## config.mk

```make
export PLATFORM = sky130hd
export DESIGN_NAME = fp_add_shift_sequencer
export DESIGN_NICKNAME = d
export VERILOG_FILES = /design/src/rtl/fp_pkg.sv /design/src/rtl/fp_shift_unit.sv /design/src/rtl/fp_add_shift_sequencer.sv
export SDC_FILE = /design/constraint.sdc
export NUM_CORES = 1
export LEC_CHECK = 0
export ABC_AREA = 0
export CORE_MARGIN = 2
export CORE_UTILIZATION = 53
export CTS_CLUSTER_SIZE = 8
export DETAILED_ROUTE_END_ITERATION = 12
export GPL_TIMING_DRIVEN = 0
export HOLD_SLACK_MARGIN = 0.15
export PLACE_DENSITY = 0.73
export SKIP_CTS_REPAIR_TIMING = 1
export SYNTH_ARGS = -nofsm -noshare
export SYNTH_HDL_FRONTEND = slang
export SYNTH_SLANG_ARGS = --single-unit
export TNS_END_PERCENT = 100
```

## constraint.sdc

```tcl
create_clock -name clk -period 18.45 [get_ports clk]
set_clock_uncertainty 0.05 [all_clocks]
set_input_delay 4.6125 -clock clk [delete_from_list [all_inputs] [get_ports clk]]
set_output_delay 4.6125 -clock clk [all_outputs]
set_load 0.05 [all_outputs]
```

## src/rtl/fp_pkg.sv

```systemverilog
// Shared types and constants for the single-precision add/sub sequencer.
// Pure declarations: no latency, no flow control.
package fp_pkg;

  localparam int EXP_W   = 8;
  localparam int MAN_W   = 23;
  localparam int SHAMT_W = 5;
  localparam int SH_W    = MAN_W + 2;
  localparam int NE_W    = EXP_W + 2;

  localparam logic [31:0]        QNAN      = 32'h7FC0_0000;
  localparam logic [EXP_W-1:0]   EXP_MAX   = 8'hFF;
  localparam logic [SHAMT_W-1:0] SHIFT_MAX = '1;
  localparam logic               SH_LEFT   = 1'b0;
  localparam logic               SH_RIGHT  = 1'b1;

  typedef enum logic [2:0] {
    IDLE  = 3'd0,
    ALIGN = 3'd1,
    ADD   = 3'd2,
    NORM  = 3'd3,
    DONE  = 3'd4
  } state_t;

  typedef struct packed {
    logic             sign;
    logic [EXP_W-1:0] exp;
    logic [MAN_W-1:0] frac;
  } fp_t;

  // Denormals are flushed: a zero exponent always unpacks to a zero mantissa.
  function automatic logic [SH_W-1:0] unpack_mant(input fp_t f);
    return (f.exp == '0) ? '0 : {2'b01, f.frac};
  endfunction

endpackage

```

## src/rtl/fp_shift_unit.sv

```systemverilog
// Combinational 25-bit barrel shifter, one log stage per amount bit.
// Zero latency; no flow control, the caller owns dir/amt/data every cycle.
module fp_shift_unit
  import fp_pkg::*;
(
  input  logic               dir,
  input  logic [SHAMT_W-1:0] amt,
  input  logic [SH_W-1:0]    data,
  output logic [SH_W-1:0]    q
);

  logic [SHAMT_W:0][SH_W-1:0] stage;

  assign stage[0] = data;

  for (genvar i = 0; i < SHAMT_W; i++) begin : g_stage
    assign stage[i+1] = !amt[i]          ? stage[i] :
                        (dir == SH_RIGHT) ? (stage[i] >> (2**i)) :
                                            (stage[i] << (2**i));
  end

  assign q = stage[SHAMT_W];

endmodule

```

## src/rtl/fp_add_shift_sequencer.sv

```systemverilog
// Multi-cycle IEEE-754 single add/sub sharing one shifter for align and normalise; out_valid 4 clks after accept (specials 2).
// One operation in flight: in_ready only in IDLE, result held in DONE until out_ready.
module fp_add_shift_sequencer
  import fp_pkg::*;
(
  input  logic        clk,
  input  logic        reset,
  input  logic        in_valid,
  output logic        in_ready,
  input  logic [31:0] a,
  input  logic [31:0] b,
  input  logic        sub,
  output logic        out_valid,
  input  logic        out_ready,
  output logic [31:0] result,
  output logic        overflow,
  output logic        underflow,
  output logic        busy
);

  state_t state, state_nxt;

  fp_t              op_a, op_b;
  logic [SH_W-1:0]  mx, my, sum;
  logic [EXP_W-1:0] ex;
  logic             rsign, eff_sub;
  logic [31:0]      result_q;
  logic             ovf_q, unf_q;

  logic accept;
  assign accept = in_valid & in_ready;

  // Operand classification, special-case resolution and swap for ALIGN
  logic               a_nan, b_nan, a_inf, b_inf, special;
  logic [31:0]        special_res;
  logic               swap;
  fp_t                fx, fy;
  logic [EXP_W-1:0]   ediff;
  logic [SHAMT_W-1:0] align_amt;

  always_comb begin
    a_nan   = (op_a.exp == EXP_MAX) && (op_a.frac != '0);
    b_nan   = (op_b.exp == EXP_MAX) && (op_b.frac != '0);
    a_inf   = (op_a.exp == EXP_MAX) && (op_a.frac == '0);
    b_inf   = (op_b.exp == EXP_MAX) && (op_b.frac == '0);
    special = a_nan | b_nan | a_inf | b_inf;

    if (a_nan || b_nan || (a_inf && b_inf && (op_a.sign != op_b.sign)))
      special_res = QNAN;
    else if (a_inf)
      special_res = op_a;
    else
      special_res = op_b;

    swap      = {op_b.exp, op_b.frac} > {op_a.exp, op_a.frac};
    fx        = swap ? op_b : op_a;
    fy        = swap ? op_a : op_b;
    ediff     = fx.exp - fy.exp;
    align_amt = (|ediff[EXP_W-1:SHAMT_W]) ? SHIFT_MAX : ediff[SHAMT_W-1:0];
  end

  // Leading zeros below the carry bit; only meaningful when sum[24]==0 and sum!=0
  logic [SHAMT_W-1:0] lz;
  logic               lz_found;

  always_comb begin
    lz       = '0;
    lz_found = 1'b0;
    for (int i = SH_W - 2; i >= 0; i--) begin
      if (!lz_found) begin
        if (sum[i]) lz_found = 1'b1;
        else        lz       = lz + 1'b1;
      end
    end
  end

  logic               sh_dir;
  logic [SHAMT_W-1:0] sh_amt;
  logic [SH_W-1:0]    sh_data, sh_q;

  always_comb begin
    sh_dir  = SH_RIGHT;
    sh_amt  = '0;
    sh_data = '0;
    case (state)
      ALIGN: begin
        sh_dir  = SH_RIGHT;
        sh_amt  = align_amt;
        sh_data = unpack_mant(fy);
      end
      NORM: begin
        sh_data = sum;
        if (sum[SH_W-1]) begin
          sh_dir = SH_RIGHT;
          sh_amt = SHAMT_W'(1);
        end else begin
          sh_dir = SH_LEFT;
          sh_amt = lz;
        end
      end
      default: ;
    endcase
  end

  fp_shift_unit u_shift (
    .dir  (sh_dir),
    .amt  (sh_amt),
    .data (sh_data),
    .q    (sh_q)
  );

  // Exponent is carried two bits wider so that saturation and flush are plain compares
  logic [NE_W-1:0] nexp;
  logic [31:0]     norm_res;
  logic            norm_ovf, norm_unf;

  always_comb begin
    if (sum[SH_W-1])
      nexp = {2'b00, ex} + NE_W'(1);
    else
      nexp = {2'b00, ex} - {{(NE_W-SHAMT_W){1'b0}}, lz};

    norm_ovf = 1'b0;
    norm_unf = 1'b0;
    if (sum == '0) begin
      norm_res = '0;
    end else if (!nexp[NE_W-1] && (nexp[NE_W-2:0] >= {1'b0, EXP_MAX})) begin
      norm_res = {rsign, EXP_MAX, {MAN_W{1'b0}}};
      norm_ovf = 1'b1;
    end else if (nexp[NE_W-1] || (nexp == '0)) begin
      norm_res = '0;
      norm_unf = 1'b1;
    end else begin
      norm_res = {rsign, nexp[EXP_W-1:0], sh_q[MAN_W-1:0]};
    end
  end

  always_ff @(posedge clk or posedge reset) begin
    if (reset) state <= IDLE;
    else       state <= state_nxt;
  end

  always_comb begin
    state_nxt = state;
    case (state)
      IDLE:    if (accept) state_nxt = ALIGN;
      ALIGN:   state_nxt = special ? DONE : ADD;
      ADD:     state_nxt = NORM;
      NORM:    state_nxt = DONE;
      DONE:    if (out_ready) state_nxt = IDLE;
      default: state_nxt = IDLE;
    endcase
  end

  always_comb begin
    in_ready  = (state == IDLE);
    out_valid = (state == DONE);
    busy      = (state != IDLE);
  end

  always_ff @(posedge clk or posedge reset) begin
    if (reset) begin
      op_a     <= '0;
      op_b     <= '0;
      mx       <= '0;
      my       <= '0;
      sum      <= '0;
      ex       <= '0;
      rsign    <= 1'b0;
      eff_sub  <= 1'b0;
      result_q <= '0;
      ovf_q    <= 1'b0;
      unf_q    <= 1'b0;
    end else begin
      case (state)
        IDLE: if (accept) begin
          op_a <= a;
          op_b <= {b[31] ^ sub, b[30:0]};
        end
        ALIGN: begin
          if (special) begin
            result_q <= special_res;
            ovf_q    <= 1'b0;
            unf_q    <= 1'b0;
          end else begin
            mx      <= unpack_mant(fx);
            my      <= sh_q;
            ex      <= fx.exp;
            rsign   <= fx.sign;
            eff_sub <= fx.sign ^ fy.sign;
          end
        end
        ADD: sum <= eff_sub ? (mx - my) : (mx + my);
        NORM: begin
          result_q <= norm_res;
          ovf_q    <= norm_ovf;
          unf_q    <= norm_unf;
        end
        DONE: if (out_ready) begin
          ovf_q <= 1'b0;
          unf_q <= 1'b0;
        end
        default: ;
      endcase
    end
  end

  assign result    = result_q;
  assign overflow  = ovf_q;
  assign underflow = unf_q;

endmodule

```

==> impl_metrics.yaml <==
sta:
  period_share_pct: 95.0
  fmax_mhz: 57.1
  setup_viol: 0
  whs_ps: 444
  period_minus_slack_ps: 17520
  worstMarginPinSlew_ps: 1350
  max-slew-margin-rel_pct: 8.94
  final-hold-violation-count: 0
  drv_slew: 0
final_layout:
  layout_commonest_cell: "nand2_1"
  fin_nets: 2262
  fillers: 2584
  final_cell_mix: "265 x nand2_1, 185 x dfrtp_1, 180 x nor2_1"
  drive_above_1_share_pct: 8.92
  area_growth_pct: 14.3
logic_synthesis:
  synth_nets: 2135
  ys_ff_latch: 185
  synth-seq-area-share_pct: 28.9
  async_flop_share_pct: 100
  yosysUniqueCellTypes: 100
  synthAdderAreaFrac_pct: 7.13
  synth-edff-count: 0
  muxShareOfSynthArea_pct: 7.65
  synth_top_family_by_area: "compound AO/OA/AOI/OAI gates"
  synth-simple-area-share_pct: 20.5
  synth_compound_area_share_pct: 25.0
  synth-xor-area-share_pct: 5.89
  ys.flop_type: "dfrtp_1"
  syn_avg_cell_area_sq_um: 8.08
  syn_inst: 1980
  ys_warn_count: 0
  synth.cell_area_sq_um: 16000
setup_path:
  worstSetupPathType: "register to register"
  cpPeakStageDelay_ps: 440
  cp-start-kind: "register"
  slowest_stage: "or4_1"
  path_common_cell: "ha_1"
  crit_fanout: 10
  crit_required_ps: 18720
  end_kind: "register"
  cp.arrival_ps: 17790
cts:
  tritoncts: "done"
  cts-htree-levels: 4
  cts_buffers: 17
  cts.sinks: 185
  cts_buffer_depth: 2
  clk_pin_slew_worst_paths_ps: 80
  root_buffer: "clkbuf_16"
  clkLatencyLatePin_ps: 460
routing:
  wl_per_cell_um: 23.7
  drc: 0
  vias_per_cell: 6.46
  drt-pass1-iter-count: 6
  dr_total_vias: 16228
  routed_wl_um: 59500
  ant_nets: 0
  first_iter_violations: 1583
global_routing:
  grtUsageTotal_pct: 37.6
  grt_pass1_wl_um: 89300
  grt_max_degree: 127
  gr-total-overflow: 0
  grt_antenna_before_repair: 0
  first_global_vias: 15358
floorplan:
  start_util_pct: 53.9
  die-area_sq_um: 31600
  dieHeight_um: 178
  core_region_area_sq_um: 29700
  die_x_um: 178
  num_rows: 63
  io_pins: 106
job:
  max-cap-violations: 0
hold_path:
  hold_path_class: "register to register"
status:
  outcome: "complete, no violations"
place:
  place_congestion: 0.995
  portBuffers: 105
  hpwlAfterDp_um: 46800
-- Yosys cell counts, types with 16 or more instances --
library cell | count | share of area [%]
nor3_1 | 41 | 1.3
a21oi_1 | 146 | 4.6
and2_1 | 19 | 0.74
mux2i_1 | 43 | 2.7
nor2b_1 | 22 | 0.86
mux2_2 | 67 | 4.7
nand2b_1 | 22 | 0.86
xnor2_1 | 70 | 3.8
nand3_1 | 28 | 0.88
nand2_1 | 266 | 6.2
o31ai_1 | 20 | 0.94
nand4_1 | 18 | 0.70
ha_1 | 84 | 6.6
a211oi_1 | 29 | 1.4
nor4_1 | 24 | 0.94
o21ai_0 | 170 | 5.3
inv_1 | 77 | 1.8
o211ai_1 | 21 | 0.98
o21a_1 | 19 | 0.89
nor2_1 | 180 | 4.2
clkbuf_1 | 79 | 1.9
a22o_1 | 16 | 0.88
dfrtp_1 | 185 | 29
o22ai_1 | 16 | 0.63
-- worst paths after layout --
kind / startpoint / to / slack [ps] / cells after the start
setup / recovery: sum[21] / result[16] / 930 / 85
hold / removal: mx[23] / mx[23] / 440 / 2
setup reg to reg: sum[21] / result[16] / 930 / 85
hold reg to reg: mx[23] / mx[23] / 440 / 2
max in group asynchronous: reset / ex[0] / 12860 / 3
min in group asynchronous: reset / sum[17] / 4510 / 2
-- sequential cells by signal, summed over array words and instances, names as in the netlist --
signal and cells:
ex 8, overflow 1, sum 25, eff_sub 1, op_b 32, underflow 1, result 32, state 3
op_a 32, rsign 1, mx 24, my 25
-- per-stage QoR --
step | cells | instance area, sq um | setup TNS (ps) | setup slack (ps) | util, %
6_report | 2511 | 18300 | 0 | 927 | 61.6
3_3_place_gp | 2475 | 17500 | -54.8 | -54.8 | 59.0
4_1_cts | 2508 | 18200 | -3830 | -577 | 61.2
2_1_floorplan | 1980 | 16000 | 0 | 2220 | -
3_5_place_dp | 2476 | 17600 | -2110 | -460 | 59.2
5_1_grt | 2510 | 18300 | -678 | -101 | 61.6
-- layout make-up --
cell class	count	area, sq um	share of cell area, %
clock buffers	17	425	2.32
well taps	390	488	2.67
clock inverters	15	185	1.01
plain buffers	111	495	2.71
multi-input cells	1606	10700	58.3
diodes	1	2.50	0.0137
inverters	77	297	1.62
flip-flops and latches	185	4630	25.3
repair buffers	109	1100	6.02
-- critical path: cells and delay by family, from the launching register on --
family	cells	cell delay (ps)
flops	1	410
fa+ha+maj	22	6600
mux	9	1850
buf+inv	5	750
compound gates	26	4640
xor+xnor	1	190
simple gates	22	2860
-- kinds of logic (layout without fill, tap and decap cells) --
family / Yosys count / count (layout)
xor gates and xnor gates: 91 / 91
buffers and inverters: 189 / 329
other: 0 / 1
adders and majority gates: 91 / 91
and+or+nand+nor: 701 / 701
DFF: 185 / 185
muxes: 113 / 113
AOI/OAI and AO/OA: 610 / 610
-- routing by layer --
layer	vias to the layer above	track usage (%)	share of wire, %
met5	-	0	0
met4	0	16.1	4.3
met3	150	8.27	9.0
met2	801	62.5	47
met1	7822	47.0	40
li1	7455	-	-
Power is left out: the tool's default activity adds up to more than one toggle a clock period on the data nets, which glitch-free logic cannot reach.
